<file path="src/rtl/id_ex_stage.sv">
// ID/EX register with load-use stall and halt latch; id_* appear on ID_EX_* one cycle after capture.
// Backpressure: pc_write/IF_ID_write drop combinationally on a load-use hazard or once halted.
module id_ex_stage #(
    parameter int DATA_W = 16,
    parameter int REG_AW = 4,
    parameter int CNT_W  = 16
) (
    input  logic              clk,
    input  logic              rst_n,
    input  logic [REG_AW-1:0] IF_ID_Rs,
    input  logic [REG_AW-1:0] IF_ID_Rt,
    input  logic [REG_AW-1:0] IF_ID_Rd,
    input  logic              id_uses_rt,
    input  logic [DATA_W-1:0] id_rs_data,
    input  logic [DATA_W-1:0] id_rt_data,
    input  logic [DATA_W-1:0] id_imm,
    input  logic              id_RegWrite,
    input  logic              id_MemRead,
    input  logic              id_MemWrite,
    input  logic              id_halt,
    input  logic [3:0]        id_AluOp,
    input  logic              flush,
    output logic [REG_AW-1:0] ID_EX_Rs,
    output logic [REG_AW-1:0] ID_EX_Rt,
    output logic [REG_AW-1:0] ID_EX_Rd,
    output logic [DATA_W-1:0] ID_EX_rs_data,
    output logic [DATA_W-1:0] ID_EX_rt_data,
    output logic [DATA_W-1:0] ID_EX_imm,
    output logic              ID_EX_RegWrite,
    output logic              ID_EX_MemRead,
    output logic              ID_EX_MemWrite,
    output logic              ID_EX_halt,
    output logic              ID_EX_valid,
    output logic [3:0]        ID_EX_AluOp,
    output logic              pc_write,
    output logic              IF_ID_write,
    output logic [CNT_W-1:0]  stall_count
);

    typedef enum logic {ST_RUN = 1'b0, ST_HALTED = 1'b1} state_t;

    state_t            r_state;
    logic [REG_AW-1:0] r_rs, r_rt, r_rd;
    logic [DATA_W-1:0] r_rs_data, r_rt_data, r_imm;
    logic              r_regwrite, r_memread, r_memwrite, r_halt, r_valid;
    logic [3:0]        r_aluop;
    logic [CNT_W-1:0]  r_stall_count;

    logic w_run, w_lu, w_capture, w_count;

    // Register 0 is hardwired, so a load to it can never create a dependency.
    assign w_run     = (r_state == ST_RUN);
    assign w_lu      = r_valid & r_memread & (r_rd != '0) &
                       ((r_rd == IF_ID_Rs) | (id_uses_rt & (r_rd == IF_ID_Rt)));
    assign w_capture = w_run & ~flush & ~w_lu;
    assign w_count   = w_run & ~flush & w_lu & (r_stall_count != '1);

    assign pc_write    = w_run & (flush | ~w_lu);
    assign IF_ID_write = w_run & (flush | ~w_lu);

    always_ff @(posedge clk or negedge rst_n) begin
        if (!rst_n) begin
            r_state       <= ST_RUN;
            r_rs          <= '0;
            r_rt          <= '0;
            r_rd          <= '0;
            r_rs_data     <= '0;
            r_rt_data     <= '0;
            r_imm         <= '0;
            r_regwrite    <= 1'b0;
            r_memread     <= 1'b0;
            r_memwrite    <= 1'b0;
            r_halt        <= 1'b0;
            r_valid       <= 1'b0;
            r_aluop       <= '0;
            r_stall_count <= '0;
        end else begin
            if (w_capture) begin
                r_rs       <= IF_ID_Rs;
                r_rt       <= IF_ID_Rt;
                r_rd       <= IF_ID_Rd;
                r_rs_data  <= id_rs_data;
                r_rt_data  <= id_rt_data;
                r_imm      <= id_imm;
                r_regwrite <= id_RegWrite;
                r_memread  <= id_MemRead;
                r_memwrite <= id_MemWrite;
                r_halt     <= id_halt;
                r_valid    <= 1'b1;
                r_aluop    <= id_AluOp;
                if (id_halt) begin
                    r_state <= ST_HALTED;
                end
            end else begin
                // Bubble: all-zero addresses keep the forwarding unit from matching.
                r_rs       <= '0;
                r_rt       <= '0;
                r_rd       <= '0;
                r_rs_data  <= '0;
                r_rt_data  <= '0;
                r_imm      <= '0;
                r_regwrite <= 1'b0;
                r_memread  <= 1'b0;
                r_memwrite <= 1'b0;
                r_halt     <= 1'b0;
                r_valid    <= 1'b0;
                r_aluop    <= '0;
            end
            if (w_count) begin
                r_stall_count <= r_stall_count + {{(CNT_W-1){1'b0}}, 1'b1};
            end
        end
    end

    assign ID_EX_Rs       = r_rs;
    assign ID_EX_Rt       = r_rt;
    assign ID_EX_Rd       = r_rd;
    assign ID_EX_rs_data  = r_rs_data;
    assign ID_EX_rt_data  = r_rt_data;
    assign ID_EX_imm      = r_imm;
    assign ID_EX_RegWrite = r_regwrite;
    assign ID_EX_MemRead  = r_memread;
    assign ID_EX_MemWrite = r_memwrite;
    assign ID_EX_halt     = r_halt;
    assign ID_EX_valid    = r_valid;
    assign ID_EX_AluOp    = r_aluop;
    assign stall_count    = r_stall_count;

endmodule

</file>
<file path="config.mk">
export PLATFORM = sky130hd
export DESIGN_NAME = id_ex_stage
export DESIGN_NICKNAME = d
export VERILOG_FILES = /design/src/rtl/id_ex_stage.sv
export SDC_FILE = /design/constraint.sdc
export NUM_CORES = 1
export LEC_CHECK = 0
export CAP_MARGIN = 20
export CORE_MARGIN = 2
export CORE_UTILIZATION = 40
export DETAILED_ROUTE_END_ITERATION = 10
export GPL_TIMING_DRIVEN = 0
export PLACE_DENSITY = 0.8
export SYNTH_ARGS = -nofsm -noshare
export SYNTH_HDL_FRONTEND = slang
export SYNTH_SLANG_ARGS = --single-unit
</file>
<file path="constraint.sdc">
create_clock -name clk -period 3.2 [get_ports clk]
set_input_delay 0.96 -clock clk [delete_from_list [all_inputs] [get_ports clk]]
set_output_delay 0.96 -clock clk [all_outputs]
set_load 0.02 [all_outputs]
</file>
Yosys cells after proc, flatten, opt, wreduce, memory -nomap -nowiden
Cells that the tools add are included.
W data, S select, Z words.
{"block": "word_totals", "regBits": 86, "wordCells": 46}
{"block": "op_classes", "bitwise": 14, "eq_ne": 3, "addsub": 1, "reduce_logical": 2, "n_mux": 12}
{"op": "$mux W16", "count": 3}
{"op": "$add A16 B1 Y16 const B", "count": 1}
{"op": "$mux W4", "count": 4}
{"op": "$ne A16 B16 Y1 const B", "count": 1}
{"op": "$and A1 B1 Y1", "count": 9}
{"op": "$eq A4 B4 Y1", "count": 2}
{"op": "$mux W1", "count": 5}
{"op": "$reduce_bool A4 Y1", "count": 1}
{"op": "$not A1 Y1", "count": 3}
{"op": "$or A1 B1 Y1", "count": 2}
{"op": "$reduce_and A2 Y1", "count": 1}

Longest topological paths before layout
Gate-level depths: netlist (run 1).
{"block": "depth", "ltp_word": 7, "depth_mapped": 8}

Worst setup path after synthesis (run 1)
No wires, ideal clock.
{"block": "synth_path", "kind": "input -> output", "startpoint": "in IF_ID_Rt[0]", "endpoint": "out pc_write", "t_required_ns": 2.240, "cell_stages": 7, "setup_slack_ns": 0.028, "arrival_ns": 2.212, "path_cell_list": "xor2_1 -> nor3_1 -> nand4_1 -> nand2_4 -> buf_4 -> a21oi_1 -> buf_4"}
{"block": "synth_between", "elab_chain_len": 7}
{"element": "start: declaration", "line_no": "11", "text": "input logic [REG_AW-1:0] IF_ID_Rt,"}
{"element": "$eq A4 B4 Y1", "line_no": "54", "text": "((r_rd == IF_ID_Rs) | (id_uses_rt & (r_rd == IF_ID_Rt)));"}
{"element": "$and A1 B1 Y1", "line_no": "54"}
{"element": "$or A1 B1 Y1", "line_no": "54"}
{"element": "$and A1 B1 Y1", "line_no": "53", "text": "assign w_lu = r_valid & r_memread & (r_rd != '0) &"}
{"element": "$not A1 Y1"}
{"element": "$or A1 B1 Y1"}
{"element": "$and A1 B1 Y1"}
{"element": "end: declaration", "line_no": "35", "text": "output logic pc_write,"}
Every way passes these cells.

Worst setup path in the final report (run 1)
{"block": "layout_path", "startpoint": "in IF_ID_Rs[2]", "endpoint": "out pc_write"}
{"block": "layout_between", "elab_chain_len": 6}
{"element": "start: declaration", "line_no": "10", "text": "input logic [REG_AW-1:0] IF_ID_Rs,"}
{"element": "$eq A4 B4 Y1", "line_no": "54"}
{"element": "$or A1 B1 Y1", "line_no": "54"}
{"element": "$and A1 B1 Y1", "line_no": "53"}
{"element": "$not A1 Y1", "line_no": "58", "text": "assign pc_write = w_run & (flush | ~w_lu);"}
{"element": "$or A1 B1 Y1", "line_no": "58"}
{"element": "$and A1 B1 Y1", "line_no": "58"}
Every way passes these cells.

==> flow_summary_export.csv, run 1 <==
group,metric,value,unit
placement,dp.cells,503,
final_layout,layout.nets,489,
global_routing,grt_pass1_wl,11.79,mm
drt,finalWirelength,7.293,mm
clocking,clockRootBuffer,"clkbuf_8",
timing,min_period,3.136,ns
global_routing,grt_max_degree,50,
die,io-pin-count,159,
final_layout,final_common_cell,"clkdlybuf4s50_1",
global_routing,antenna_found_initial,0,
drt,wl_met2,3.707,mm
clocking,numCtsBuffers,9,
drt,drt_iter0_drc,91,
final_layout,area_growth,61.18,%
placement,gp_congestion,0.8061,
clocking,insertion_delay,0.35,ns
power,power.leakage,2.364,nW
placement,io_buffers,158,
drt,via_per_inst,4.608,
timing,rsz0062_at_grt,"false",
yosys,ys_ff_latch,86,
power,p_comb_share,6.0,%
setup_path,critPathLaunchType,"input pin",
global_routing,grt_pass1_vias,2454,
yosys,async_flop_share,100.0,%
timing,finalSetupTns,0,ns
yosys,yosys.area.top_type_share,67.58,%
drt,drc,0,
yosys,synth_flop_cell,"dfrtp_1",
drt,drtAntennaViolNets,0,
clocking,holdBufCountCts,0,
yosys,seq_area_frac_synth,67.58,%
final_layout,diodes,0,
clocking,cts_tree,"done",
power,internal-power,0.001447,W
yosys,synthesis.nets,315,
power,p_sw,0.0004275,W
timing,worst_slack,0.06438,ns
final_layout,finalCoreUtilization,66.42,%
placement,post-place-ws,-0.9398,ns
setup_path,arrival,2.18,ns
timing,tightest_slew,0.4963,ns
drt,dr.max_layer_used,"met4",
power,seq_power_share,57.9,%
clocking,clock_path_buffers,2,
yosys,synth.distinct_cells,30,
setup_path,required,2.24,ns
timing,timing.final.crit_share,97.99,%
placement,dp_hpwl,5.608,mm
drt,vias,2410,
drt,wl_met1,2.660,mm
die,fp-row-count,32,
die,initial_utilization,41.21,%
clocking,cts.sinks,86,
die,coreArea,7727,um^2
yosys,synth_top_cell_by_area,"dfrtp_1",
die,die_width,93.23,um
power,swShare,22.81,%
final_layout,layout_common_cells,"clkdlybuf4s50_1 (148), dfrtp_1 (86), and2_1 (68), xnor2_1 (15)",
timing,relSlewSlack,66.91,%
power,fin_total_pwr,0.001874,W
yosys,syn_area_per_cell,13.16,um^2
drt,post_drt_wl_per_cell,13.94,um
global_routing,grt_overflow,0,
power,pwr_density_cell,365.2,nW/um^2
final_layout,finalNonFillerCells,523,
timing,fmax,318.9,MHz
setup_path,endpoint_kind,"output pin",
clocking,clk_pin_slew,0.09,ns
drt,first_pass_iters,4,
yosys,synthTopCellsByArea,"dfrtp_1 (68%), and2_1 (13%), xnor2_1 (4.1%)",
power,ir_drop,0.2206,mV
power,pwr-share-clk,36.1,%
timing,slew_violations,0,
yosys,synth_cells,242,
timing,setup_viol,0,
setup_path,crit_type,"input pin to output pin",
timing,clock_skew,0.009305,ns
hold_path,hp-class,"flip-flop to flip-flop",
die,dieArea,8691,um^2
job,drv_cap,0,
final_layout,layout-drive-gt1-share,9.739,%
outcome,status,"finished, final reports clean",
yosys,syn_area,3184,um^2
drt,dr_wl_met3,772,um
die,die_h,93.23,um
setup_path,crit_fanout,2,
yosys,synth_warnings,0,
timing,finalHoldViolations,0,
global_routing,grt_usage,17.70,%
yosys,synth_edf_count,0,
clocking,cts_htree_levels,3,
## cell families after synthesis
kind of cell,Yosys count,share of synthesized area (%)
compound gates,7,1.886
xor+xnor,20,5.501
fa+ha+maj,1,0.3929
buf+inv,11,2.200
flops,86,67.58
mux,2,0.6680
simple gates,115,21.77
## layer usage
metal,GRT usage [%],vias up
li1,-,1132
met1,18.87,1150
met2,30.64,113
met3,7.333,15
met4,7.721,0
met5,0,-
## timing repair
action,in CTS,in global routing
resized for setup,18,2
pin swaps,5,3
setup endpoints to repair,2,1
setup buffers,4,1
## cells in the mapped netlist, types with 2 or more instances
cell       n
dfrtp_1   86
and2_1    68
xnor2_1   15
nor2_1     9
nand3_1    8
nand4_1    8
nand2_1    7
xor2_1     5
and3_1     4
clkbuf_2   4
a31oi_1    3
nor3_1     3
a21oi_1    2
buf_4      2
buf_6      2
inv_1      2
## power groups by stage
stage / registers, W / logic [W] / clock network [W]
floorplan: 0.00111 / 0.00000523 / 0
global placement: 0.00111 / 0.000112 / 0
detailed placement: 0.00111 / 0.000118 / 0
CTS: 0.00109 / 0.000116 / 0.000691
global route: 0.00109 / 0.000125 / 0.000738
finish: 0.00109 / 0.000113 / 0.000676
## state kept, by name, indices dropped and copies added, names as in the netlist
register,flops
ID_EX_rt_data,16
ID_EX_halt,1
ID_EX_MemRead,1
ID_EX_rs_data,16
ID_EX_MemWrite,1
ID_EX_valid,1
ID_EX_Rd,4
r_state,1
stall_count,16
ID_EX_Rt,4
ID_EX_RegWrite,1
ID_EX_Rs,4
ID_EX_AluOp,4
ID_EX_imm,16
## worst paths after layout
kind                                            startpoint                    endpoint  slack (ns)  cells past startpoint
worst max-delay path                           IF_ID_Rs[2]                    pc_write        0.06                      7
worst min-delay path            stall_count[9]$_DFFE_PN0P_  stall_count[9]$_DFFE_PN0P_        0.49                      1
worst max register to register       ID_EX_Rd[0]$_DFF_PN0_  ID_EX_rs_data[8]$_DFF_PN0_        1.03                     10
worst min register to register  stall_count[9]$_DFFE_PN0P_  stall_count[9]$_DFFE_PN0P_        0.49                      1
max in group asynchronous                            rst_n      ID_EX_imm[8]$_DFF_PN0_        2.03                      2
min in group asynchronous                            rst_n  ID_EX_rs_data[7]$_DFF_PN0_        0.57                      1
## per-stage QoR
stage          hold slack, ns  area (um^2)
2_1_floorplan          0.4739         3184
3_3_place_gp           0.4805         4893
3_5_place_dp           0.4759         4918
4_1_cts                0.4926         5120
5_1_grt                0.5254         5132
6_report               0.4908         5132
## critical path, stage by stage
cell and delay [ns]:
clkdlybuf4s50_1 0.49, xnor2_1 0.12, nand4_1 0.19, nand2_4 0.12, a21oi_4 0.06, buf_6 0.12, buf_6 0.12
## cell type report
type	count	area (um^2)
tap	102	127.6
inverter	2	7.507
clock inverter	7	50.05
timing repair buffer	164	1639
buffer	8	58.81
multi-input combinational	145	973.4
clock buffer	9	123.9
sequential	86	2152
fill	584	2595
(Power assumes the default switching activity.)
==> run 2, diff against run 1 <==
Settings changed: HOLD_SLACK_MARGIN set to 0.05.
==> results of run 2 <==
Same layout as run 1: the final DEF is identical, and so are final timing and power.
==> edit, RTL diff (settings of run 1) <==
Register the output `stall_count` once more, cleared by the reset; this adds one clock of latency there. The other outputs are not delayed to match.
--- a/src/rtl/id_ex_stage.sv
+++ b/src/rtl/id_ex_stage.sv
@@ -125,5 +125,11 @@
     assign ID_EX_valid    = r_valid;
     assign ID_EX_AluOp    = r_aluop;
-    assign stall_count    = r_stall_count;
+    always_ff @(posedge clk or negedge rst_n) begin
+        if (!rst_n) begin
+            stall_count <= '0;
+        end else begin
+            stall_count <= r_stall_count;
+        end
+    end
 
 endmodule
Function: changed (Yosys sat finds a counterexample within 4 cycles, from zero or initial values and one cycle with rst_n low).
==> edit against run 1 <==
Die area rose by 12%; total power rose by 15%; clock power rose by 10%; cell area rose by 7.5%; combinational power rose by 4%; wire length rose by 8.2%; synthesized area rose by 13%; setup slack improved by 0.016 ns; maximum frequency rose by 0.50%; synthesized cell count rose by 6.6%; sequential cell count rose by 16; critical path type unchanged; highest routed layer unchanged.
==> edit: results <==
worst_setup_path:
  cp-endpoint: "pc_write"
  crit_slowest_cell: "dlygate4sd2_1"
  timing.rr.end: "ID_EX_rs_data[5]"
  worstPathArrival_ns: 2.16
  startpoint: "IF_ID_Rt[2]"
  critPathTopFamily: "simple AND/OR/NAND/NOR gates"
  slowest_delay_ns: 0.25
clocking:
  clock_path_buffers: 2
  htree_num_levels: 3
  cts-buffers-inserted: 9
  clk_pin_slew_worst_paths_ns: 0.09
sta:
  slew_headroom_pct: 58.2
  period_minus_slack_ns: 3.12
  whs_ns: 0.436
  skew_ns: 0.0161
yosys:
  synthTopCellsByArea: "dfrtp_1 (71%), and2_1 (12%), xnor2_1 (3.7%)"
  syn_nets: 331
  yosysSeqAreaShare_pct: 71.2
  synth.area.mux_share_pct: 0.593
  synth_xor_area_share_pct: 4.89
  synth-compound-area-share_pct: 1.68
  syn_inst: 258
  synth_commonest_cells: "dfrtp_1 (102), and2_1 (68), xnor2_1 (15)"
  yosys.area_share.adder_pct: 0.349
min_path:
  hold_start: "r_stall_count[12]"
  worstHoldPathCells: 0
  hold_end: "stall_count[12]"
grt:
  grt_first_pass_wirelength_mm: 12.6
  grt_usage_pct: 16.6
  grt_max_degree: 55
  grt_pass1_vias: 2482
outcome:
  status: "finished clean"
placed_design:
  postPlaceCellArea_sq_um: 5330
  dp.cells: 525
  dp_slack_ns: -0.874
  gp_congestion: 0.767
  post-dp-hpwl_mm: 6.04
  io_buffers: 158
power_and_ir_drop:
  p_comb_uw: 117
  p_leak_uw: 0.00256
  powerDensity_nw_per_um2: 390
  switching_share_pct: 21.3
  peakVddDrop_mv: 0.226
  pg_clk_uw: 746
layout:
  layout.nets: 502
  drive_gt1_share_pct: 8.76
  stdcell_count: 542
  diodes: 0
detailed_routing:
  finalWirelength_mm: 7.89
  drt_iter0_drc: 34
  via_per_inst: 4.55
## edit: cell types whose count changed after synthesis
cell	change
dfrtp_1	+16
## edit: cell type report
| type | count | area (sq um) |
|---|---|---|
| buffer | 8 | 55.1 |
| clock buffer | 12 | 155 |
| clock inverter | 4 | 31.3 |
| fill | 679 | 3200 |
| inverter | 2 | 7.51 |
| multi-input combinational | 145 | 973 |
| sequential | 102 | 2550 |
| tap | 108 | 135 |
| timing repair buffer | 161 | 1610 |
## edit: what timing repair did
item	in CTS	in global routing
resized for setup	17	6
setup buffers	2	0
pin swaps	5	3
hold buffers	0	0
endpoints found under the setup margin	2	1
## edit: kinds of logic after synthesis
logic type,Yosys count
AOI/OAI and AO/OA,7
muxes,2
adders and majority gates,1
buffers and inverters,11
DFF,102
xor gates and xnor gates,20
and+or+nand+nor,115
## edit: routing by layer
metal  track usage, %  up-vias  wire length, microns
li1                 -     1172                     -
met1             20.3     1189                  3220
met2             28.9       99                  4060
met3             4.40        6                   539
met4             5.06        0                    70
met5                0        -                     0
